**src/rtl/mac_arb.sv**
```systemverilog
// mac_arb: two-requester round-robin arbiter in front of a shared
// multiply-accumulate unit. A granted requester streams `len` operand pairs;
// each accepted pair adds bits [15:6] of x1*x2 to a 10-bit accumulator. The
// finished sum is presented on res/res_vld until the requester acknowledges.
//
// Ports:
//   clk, reset_n              clock (rising edge), async active-low reset
//   req[1:0]                  job request per requester
//   len0, len1                job length in operand pairs (0 legal)
//   x1_0, x2_0, x1_1, x2_1    unsigned operand pair per requester
//   vld[1:0] / rdy[1:0]       operand pair handshake per requester
//   gnt[1:0]                  one-hot grant
//   res[9:0], res_vld[1:0]    finished result and its per-requester valid
//   res_ack[1:0]              result consumed, per requester
//   ovf                       saturation occurred in the current job
//   busy                      FSM not idle
//
// Configuration: define MAC_ARB_SAT_EN to saturate the accumulator at 1023
// and report ovf; otherwise the accumulator wraps and ovf stays 0.
module mac_arb (
  input  logic       clk,
  input  logic       reset_n,
  input  logic [1:0] req,
  input  logic [3:0] len0,
  input  logic [3:0] len1,
  input  logic [7:0] x1_0,
  input  logic [7:0] x2_0,
  input  logic [7:0] x1_1,
  input  logic [7:0] x2_1,
  input  logic [1:0] vld,
  output logic [1:0] rdy,
  output logic [1:0] gnt,
  output logic [9:0] res,
  output logic [1:0] res_vld,
  input  logic [1:0] res_ack,
  output logic       ovf,
  output logic       busy
);

  localparam int unsigned LenW  = 4;
  localparam int unsigned OpW   = 8;
  localparam int unsigned AccW  = 10;
  localparam int unsigned ProdW = 16;
  localparam int unsigned MShft = 6;

  typedef enum logic [1:0] {IDLE, RUN, DONE} state_e;

  state_e          state_q, state_d;
  logic [1:0]      gnt_q, gnt_d;
  logic [1:0]      rdy_q, rdy_d;
  logic [1:0]      res_vld_q, res_vld_d;
  logic [AccW-1:0] acc_q, acc_d;
  logic [AccW-1:0] res_q, res_d;
  logic [LenW-1:0] cnt_q, cnt_d;
  logic            ovf_q, ovf_d;
  logic            busy_q, busy_d;
  logic            last_q, last_d;

  logic [OpW-1:0]  x1_sel, x2_sel;
  logic [AccW-1:0] m;
  logic [AccW:0]   sum;
  logic            accept;

  // Operand mux follows the current grant; scaled product keeps bits [15:6].
  assign x1_sel = gnt_q[1] ? x1_1 : x1_0;
  assign x2_sel = gnt_q[1] ? x2_1 : x2_0;
  assign m      = AccW'((ProdW'(x1_sel) * ProdW'(x2_sel)) >> MShft);
  assign sum    = (AccW+1)'(acc_q) + (AccW+1)'(m);
  assign accept = (state_q == RUN) && ((vld & gnt_q) != 2'b00);

  // State and output registers.
  always_ff @(posedge clk or negedge reset_n) begin
    if (!reset_n) begin
      state_q   <= IDLE;
      gnt_q     <= '0;
      rdy_q     <= '0;
      res_vld_q <= '0;
      acc_q     <= '0;
      res_q     <= '0;
      cnt_q     <= '0;
      ovf_q     <= 1'b0;
      busy_q    <= 1'b0;
      last_q    <= 1'b1;
    end else begin
      state_q   <= state_d;
      gnt_q     <= gnt_d;
      rdy_q     <= rdy_d;
      res_vld_q <= res_vld_d;
      acc_q     <= acc_d;
      res_q     <= res_d;
      cnt_q     <= cnt_d;
      ovf_q     <= ovf_d;
      busy_q    <= busy_d;
      last_q    <= last_d;
    end
  end

  // Next-state logic; registered outputs are decoded from the next state.
  always_comb begin
    state_d = state_q;
    gnt_d   = gnt_q;
    acc_d   = acc_q;
    cnt_d   = cnt_q;
    ovf_d   = ovf_q;
    last_d  = last_q;

    unique case (state_q)
      IDLE: begin
        if (req != 2'b00) begin
          // On a tie, serve whoever did not go last.
          if (req == 2'b11) gnt_d = last_q ? 2'b01 : 2'b10;
          else              gnt_d = req;
          cnt_d   = gnt_d[1] ? len1 : len0;
          acc_d   = '0;
          ovf_d   = 1'b0;
          state_d = (cnt_d == '0) ? DONE : RUN;
        end
      end
      RUN: begin
        if (accept) begin
`ifdef MAC_ARB_SAT_EN
          if (sum[AccW]) begin
            acc_d = '1;
            ovf_d = 1'b1;
          end else begin
            acc_d = sum[AccW-1:0];
          end
`else
          acc_d = sum[AccW-1:0];
`endif
          cnt_d = cnt_q - LenW'(1);
          if (cnt_q == LenW'(1)) state_d = DONE;
        end
      end
      DONE: begin
        if ((res_ack & gnt_q) != 2'b00) begin
          last_d  = gnt_q[1];
          gnt_d   = '0;
          state_d = IDLE;
        end
      end
      default: state_d = IDLE;
    endcase

    rdy_d     = (state_d == RUN)  ? gnt_d : 2'b00;
    res_vld_d = (state_d == DONE) ? gnt_d : 2'b00;
    res_d     = (state_d == DONE) ? acc_d : '0;
    busy_d    = (state_d != IDLE);
  end

  assign gnt     = gnt_q;
  assign rdy     = rdy_q;
  assign res_vld = res_vld_q;
  assign res     = res_q;
  assign ovf     = ovf_q;
  assign busy    = busy_q;

endmodule

```
**config.mk**
```make
export PLATFORM = sky130hd
export DESIGN_NAME = mac_arb
export DESIGN_NICKNAME = d
export VERILOG_FILES = /design/src/rtl/mac_arb.sv
export SDC_FILE = /design/constraint.sdc
export NUM_CORES = 1
export LEC_CHECK = 0
export BUFFER_PORTS_ARGS = -buffer_cell sky130_fd_sc_hd__buf_2
export CAP_MARGIN = 15
export CORE_UTILIZATION = 35
export DETAILED_ROUTE_END_ITERATION = 8
export GPL_TIMING_DRIVEN = 1
export HOLD_SLACK_MARGIN = 0.15
export PLACE_DENSITY = 0.66
export SYNTH_ARGS = -nofsm -noshare
export SYNTH_HDL_FRONTEND = slang
export SYNTH_SLANG_ARGS = --single-unit
```
**constraint.sdc**
```tcl
create_clock -name clk -period 6.7 [get_ports clk]
set_input_delay 0.335 -clock clk [delete_from_list [all_inputs] [get_ports clk]]
set_output_delay 0.335 -clock clk [all_outputs]
set_load 0.05 [all_outputs]
```
### Yosys cells after proc, flatten, opt, wreduce, memory -nomap -nowiden

Index checks and enable logic that the tools add are counted.

| word-level totals | value |
|---|---|
| bits in registers | 34 |
| bits in latches | 0 |
| bits in writable memories | 0 |
| memory bits (read-only) | 0 |
| input bits | 48 |
| output and inout port bits | 18 |
| word-level logic and storage cells | 57 |
| memories | 0 |

| operators by class | value |
|---|---|
| add/sub/neg operators | 2 |
| multiply operators | 1 |
| divide/modulo/power cells | 0 |
| $lt $le $gt $ge | 0 |
| equal/unequal tests | 8 |
| shift operators | 0 |
| mux-type cells | 25 |
| bitwise gates (word level) | 2 |
| reductions and logical operators | 10 |

Operators by type and width:

| cell | number |
|---|---|
| 10-bit two-way mux | 3 |
| 2-bit two-way mux | 13 |
| 10-bit one-hot mux with 2 select lines | 1 |
| 8-bit by 8-bit multiplier with 16-bit output | 1 |
| 8-bit two-way mux | 2 |
| 4-bit two-way mux | 3 |
| 10-bit adder | 1 |
| 2-bit nonzero test | 5 |
| 4-bit one-hot mux with 2 select lines | 1 |
| 2-bit == test, second input constant | 3 |
| 2-bit one-hot mux with 3 select lines | 1 |
| 2-bit AND | 2 |
| 2-bit by 1-bit == test with 1-bit output, second input constant | 2 |
| 4-bit by 1-bit == test with 1-bit output, second input constant | 1 |
| 4-bit logical NOT | 1 |
| 2-bit != test, second input constant | 2 |
| 2-bit one-hot mux with 2 select lines | 1 |
| 4-bit by 1-bit subtractor with 4-bit output, second input constant | 1 |
| 3-bit AND reduction | 1 |
| 2-bit logical NOT | 1 |
| 2-bit AND reduction | 1 |
| 1-bit logical AND | 1 |

### Depth between registers and ports, before layout

| depth | value |
|---|---|
| depth after elaboration | 11 |
| mapped depth | 29 |
| depth with buffers taken out | 26 |

### Least setup slack after synthesis

Ideal clock, no wire load.

| timing path | value |
|---|---|
| path type | register -> register |
| from | reg gnt_q[1] (netlist: gnt[1]) |
| to | reg res_q[9] (netlist: res[9]) |
| setup time | 0.125 ns |
| arrival | 7.396 ns |
| required time | 6.575 ns |
| slack | -0.822 ns |
| cell stages (with the launch flop) | 29 |
| buffers on the path | 3 |
| period minus slack after synthesis | 7.522 ns |
| path through | dfrtp_1 > buf_6 > buf_12 > clkbuf_1 > mux2i_1 > or2_2 > fa_1 > fa_1 > inv_1 > fa_1 > inv_1 > fa_1 > inv_1 > ha_1 > and2_2 > a22o_2 > a211oi_1 > o21ai_1 > a21oi_1 > o21bai_1 > xor2_1 > ha_1 > nand2_1 > a211oi_1 > a221o_2 > nor3_1 > mux2i_1 > nor2b_2 > mux2_4 |

| between the ends | value |
|---|---|
| word-level cells in the longest chain between the ends | 7 |
| elaborated cells between the ends (all ways) | 16 |
| those cells by class | add/sub (1); mul (1); eq/ne (1); mux (8); bitwise (2); reduce/logical (3) |

Ends and longest elaborated chain:

| element | RTL line | text |
|---|---|---|
| start, declared | 49 | `logic [1:0] gnt_q, gnt_d;` |
| start signal, assigned | 86 | `gnt_q <= gnt_d;` |
| parallel branches: the longest is 6 deep, another holds 8-bit by 8-bit multiplier with 16-bit output | - |  |
| 10-bit two-way mux * | 147 | `res_d = (state_d == DONE) ? acc_d : '0;` |
| via res_d[9] | 53 | `logic [AccW-1:0] res_q, res_d;` |
| end signal, assigned | 90 | `res_q <= res_d;` |
| end, declared | 53 |  |

Mark *: on every way through the listed nets, which the timed path passes.
A chain may end at the register's enable or synchronous reset.

### Worst setup path after layout

Ends and elaborated chain as after synthesis.

==> results_tabular.tex <==
\begin{tabular}{lr}
\hline
Metric & Value \\
\hline
\multicolumn{2}{l}{\textbf{Floorplanning}} \\
\quad Starting utilization of the core area & 36.2\% \\
\quad Number of standard-cell rows in the floorplan & 38 \\
\quad Overall die area & 11700 um2 \\
\quad Die boundary height & 108 um \\
\quad Die boundary width & 108 um \\
\quad Area inside the core boundary & 10900 um2 \\
\quad Top Ports & 66 \\
\multicolumn{2}{l}{\textbf{Yosys}} \\
\quad Async set or reset register ratio after synthesis & 100\% \\
\quad Mapped Avg Cell Area & 9.16 um2 \\
\quad Distinct cell type count after synthesis & 60 \\
\quad Number of register bits inferred by synthesis & 34 \\
\quad Top cell type's share of synthesized area & 20.9\% \\
\quad Post-synthesis instance area & 3960 um2 \\
\quad Dominant synthesized flop cell & sky130\_fd\_sc\_hd\_\_dfrtp\_1 \\
\quad Synthesized net count & 560 \\
\quad Synth top area cells & sky130\_fd\_sc\_hd\_\_dfrtp\_1 (21\%), sky130\_fd\_sc\_hd\_\_fa\_1 (18\%), sky130\_fd\_sc\_hd\_\_ha\_1 (14\%), sky130\_fd\_sc\_hd\_\_nor2\_1 (6.7\%), sky130\_fd\_sc\_hd\_\_inv\_1 (5.6\%) \\
\quad Share of the yosys chip area belonging to registers & 21.5\% \\
\quad Cell type contributing the most total cell area after synthesis & sky130\_fd\_sc\_hd\_\_dfrtp\_1 \\
\quad Synthesized instance count & 432 \\
\quad EDFF count, synth & 0 \\
\quad Warning count from the yosys run & 0 \\
\multicolumn{2}{l}{\textbf{Flow run}} \\
\quad Number of violations of the max-capacitance limit & 0 \\
\multicolumn{2}{l}{\textbf{Drt}} \\
\quad Number of remaining DRC errors & 0 \\
\quad Final Routed Wirelength & 9590 um \\
\quad Post-route antenna net violation count & 0 \\
\quad Via total after detailed routing & 3317 \\
\quad DR iter-0 viols & 123 \\
\quad Wire per inst & 14.3 um \\
\quad Vias/cell & 4.94 \\
\quad Number of detailed-routing iterations run before antenna repair & 4 \\
\multicolumn{2}{l}{\textbf{Placed design}} \\
\quad Input/output buffers & 64 \\
\quad Cell count after placement & 647 \\
\quad Final RePlAce weighted congestion & 0.932 \\
\quad HPWL after DPL & 7510 um \\
\quad Placed instance area & 4600 um2 \\
\multicolumn{2}{l}{\textbf{Critical path}} \\
\quad Setup crit end kind & flip-flop \\
\quad Max FO, Critical Path & 8 \\
\quad Critical path data arrival time & 6.60 ns \\
\quad Launch point of the worst reg-to-reg path & gnt[1]\$\_DFF\_PN0\_ \\
\quad Dominant cell type by count on the critical path & sky130\_fd\_sc\_hd\_\_fa\_1 \\
\quad Worst Path Class, Setup & flip-flop to flip-flop \\
\quad Worst path required time & 6.86 ns \\
\quad Worst reg2reg path depth & 27 \\
\quad R2r setup slk & 0.27 ns \\
\quad End of the worst register-to-register path & res[9]\$\_DFF\_PN0\_ \\
\quad Cell with the largest stage delay on the worst path & sky130\_fd\_sc\_hd\_\_fa\_1 \\
\quad Critical Path Max Stage Delay & 0.58 ns \\
\quad Setup crit start kind & flip-flop \\
\multicolumn{2}{l}{\textbf{Timing}} \\
\quad Pins Over Slew Limit & 0 \\
\quad Worst-case headroom to the max-slew limit & 50.5\% \\
\quad Count of final hold-check violations & 0 \\
\quad Unrepaired setup endpoints after global routing & true \\
\quad Final clock period utilization by the worst path & 96.0\% \\
\quad Clock tree skew after final layout & 0.00613 ns \\
\quad Time the worst path needs with I/O delays and setup & 6.43 ns \\
\quad Count of final setup violators & 0 \\
\quad Worst Max-Slew Pin Slew & 0.743 ns \\
\quad Timing-limited maximum frequency & 156 MHz \\
\multicolumn{2}{l}{\textbf{Global route}} \\
\quad Initial antenna violation count & 0 \\
\quad GRT overflow & 0 \\
\quad Vias in the first global route & 3497 \\
\quad Largest net degree at the start of global routing & 35 \\
\quad Total routing usage reported by global routing & 16.9\% \\
\quad Wire length of the first global-routing pass & 15700 um \\
\multicolumn{2}{l}{\textbf{Final layout}} \\
\quad Share of layout cells above drive strength 1 & 31.2\% \\
\quad Fin area & 5170 um2 \\
\quad Number of inserted diodes & 0 \\
\quad Leading cell types in the layout, fill and taps excluded & sky130\_fd\_sc\_hd\_\_nor2\_1 (68), sky130\_fd\_sc\_hd\_\_buf\_2 (64), sky130\_fd\_sc\_hd\_\_inv\_1 (57), sky130\_fd\_sc\_hd\_\_ha\_1 (42), sky130\_fd\_sc\_hd\_\_fa\_1 (35) \\
\quad Final net count & 659 \\
\quad Post-Layout Cell Count & 672 \\
\quad Area growth syn-to-layout & 30.7\% \\
\quad FF+latch area & 853 um2 \\
\quad Footprint of the multi-input gates & 3100 um2 \\
\quad Final cell utilization of the core & 47.3\% \\
\quad Leading cell type in the layout, fill and taps excluded & sky130\_fd\_sc\_hd\_\_nor2\_1 \\
\quad FILL cells & 1007 \\
\multicolumn{2}{l}{\textbf{Clock network}} \\
\quad TritonCTS clock tree & built \\
\quad \# H-tree levels & 2 \\
\quad Number of buffers added by the clock tree synthesis step & 5 \\
\quad Cell chosen for the clock root & sky130\_fd\_sc\_hd\_\_clkbuf\_16 \\
\quad Clock Path Buffers & 2 \\
\quad Clock edge transition at the registers on the reported setup and hold paths & 0.06 ns \\
\quad Number of sinks driven by the clock tree & 34 \\
\quad Clock latency on the worst-skew pair & 0.28 ns \\
\multicolumn{2}{l}{\textbf{Outcome}} \\
\quad Result of the run & completed \\
\multicolumn{2}{l}{\textbf{Min path}} \\
\quad Worst Hold Class & primary input to asynchronous set/reset pin \\
\hline
\end{tabular}
state kept, by name, indices dropped and copies added (netlist names):
signal	flops
last_q	1
res_vld	2
res	10
gnt	2
acc_q	10
cnt_q	4
busy	1
rdy	2
state_q	2
through the flow:
step | TNS (ns) | hold slack [ns] | worst slack [ns]
2_1_floorplan | 0 | 0.0394 | 0.0136
3_3_place_gp | 0 | 0.437 | 0.107
3_5_place_dp | -0.0316 | 0.451 | -0.0316
4_1_cts | 0 | 0.153 | 0.00650
5_1_grt | -0.0672 | 0.193 | -0.0672
6_report | 0 | 0.121 | 0.269
layout make-up:
cell class | instances | share of cell area [%]
Multi-Input combinational cell | 332 | 59.9
Sequential cell | 34 | 16.5
Timing Repair Buffer | 99 | 12.1
Inverter | 59 | 4.28
Tap cell | 140 | 3.39
Clock buffer | 5 | 2.42
Clock inverter | 3 | 1.33
cell families after synthesis:
family | share of synthesized area [%]
AOI/OAI and AO/OA | 12.1
xor gates and xnor gates | 2.66
adders and majority gates | 32.1
buffers and inverters | 7.15
DFF | 21.5
muxes | 6.58
other | 0.0948
and+or+nand+nor | 17.7
metal layers:
layer | global-route usage (%) | up-vias | wire length, um
li1 | - | 1633 | -
met1 | 20.8 | 1590 | 4100
met2 | 29.7 | 83 | 4950
met3 | 2.95 | 11 | 404
met4 | 5.41 | 0 | 143
met5 | 0 | - | 0
repair_timing:
action                                  in CTS  in global routing
endpoints found under the setup margin       1                  6
hold buffers                                 0                  0
gates cloned                                 0                  1
gates resized for setup                      8                 41
pin swaps                                    4                 24
buffers inserted                             4                 12
hold endpoints to repair                     0                  0
worst max-delay path: cells and delay by family (launching register included):
kind,cells,cell delay [ns]
buf+inv,5,0.50
xor+xnor,1,0.17
compound gates,7,1.24
mux,3,0.66
simple gates,5,0.69
fa+ha+maj,6,2.58
flops,1,0.47
worst max path at each step:
stage	slack (ns)	end	startpoint	cells past startpoint
after floorplan	0.01	res[9]$_DFF_PN0_	gnt[1]$_DFF_PN0_	28
after global placement	0.11	res[9]$_DFF_PN0_	gnt[1]$_DFF_PN0_	25
after detailed placement	-0.03	res[9]$_DFF_PN0_	gnt[1]$_DFF_PN0_	24
after CTS	0.006	res[9]$_DFF_PN0_	gnt[1]$_DFF_PN0_	27
after global routing	-0.07	res[9]$_DFF_PN0_	gnt[1]$_DFF_PN0_	24
final	0.27	res[9]$_DFF_PN0_	gnt[1]$_DFF_PN0_	27
cells in the mapped netlist, types with 2 or more instances:
cell type,number
sky130_fd_sc_hd__xor2_1,7
sky130_fd_sc_hd__a22oi_1,2
sky130_fd_sc_hd__nor2_1,71
sky130_fd_sc_hd__mux2i_1,22
sky130_fd_sc_hd__and2_1,9
sky130_fd_sc_hd__clkbuf_1,3
sky130_fd_sc_hd__a21o_1,4
sky130_fd_sc_hd__nand2b_1,2
sky130_fd_sc_hd__a21boi_0,2
sky130_fd_sc_hd__fa_1,36
sky130_fd_sc_hd__a21o_2,2
sky130_fd_sc_hd__nor3b_1,3
sky130_fd_sc_hd__a211oi_1,6
sky130_fd_sc_hd__ha_1,44
sky130_fd_sc_hd__nand3_1,8
sky130_fd_sc_hd__inv_1,59
sky130_fd_sc_hd__nor2b_1,3
sky130_fd_sc_hd__o21bai_1,2
sky130_fd_sc_hd__a22o_2,2
sky130_fd_sc_hd__or2_2,10
sky130_fd_sc_hd__dfrtp_1,33
sky130_fd_sc_hd__a22o_1,2
sky130_fd_sc_hd__a21oi_1,12
sky130_fd_sc_hd__o21ai_0,17
sky130_fd_sc_hd__xnor2_1,5
sky130_fd_sc_hd__o21a_1,2
sky130_fd_sc_hd__nand2_1,21
sky130_fd_sc_hd__buf_6,2
sky130_fd_sc_hd__o31ai_1,2
sky130_fd_sc_hd__o21ai_1,2
sky130_fd_sc_hd__nor3_1,6
sky130_fd_sc_hd__nand3b_1,3
Power is not shown: default switching activity piles up to over one toggle a cycle in this logic, so the estimate is an artifact.
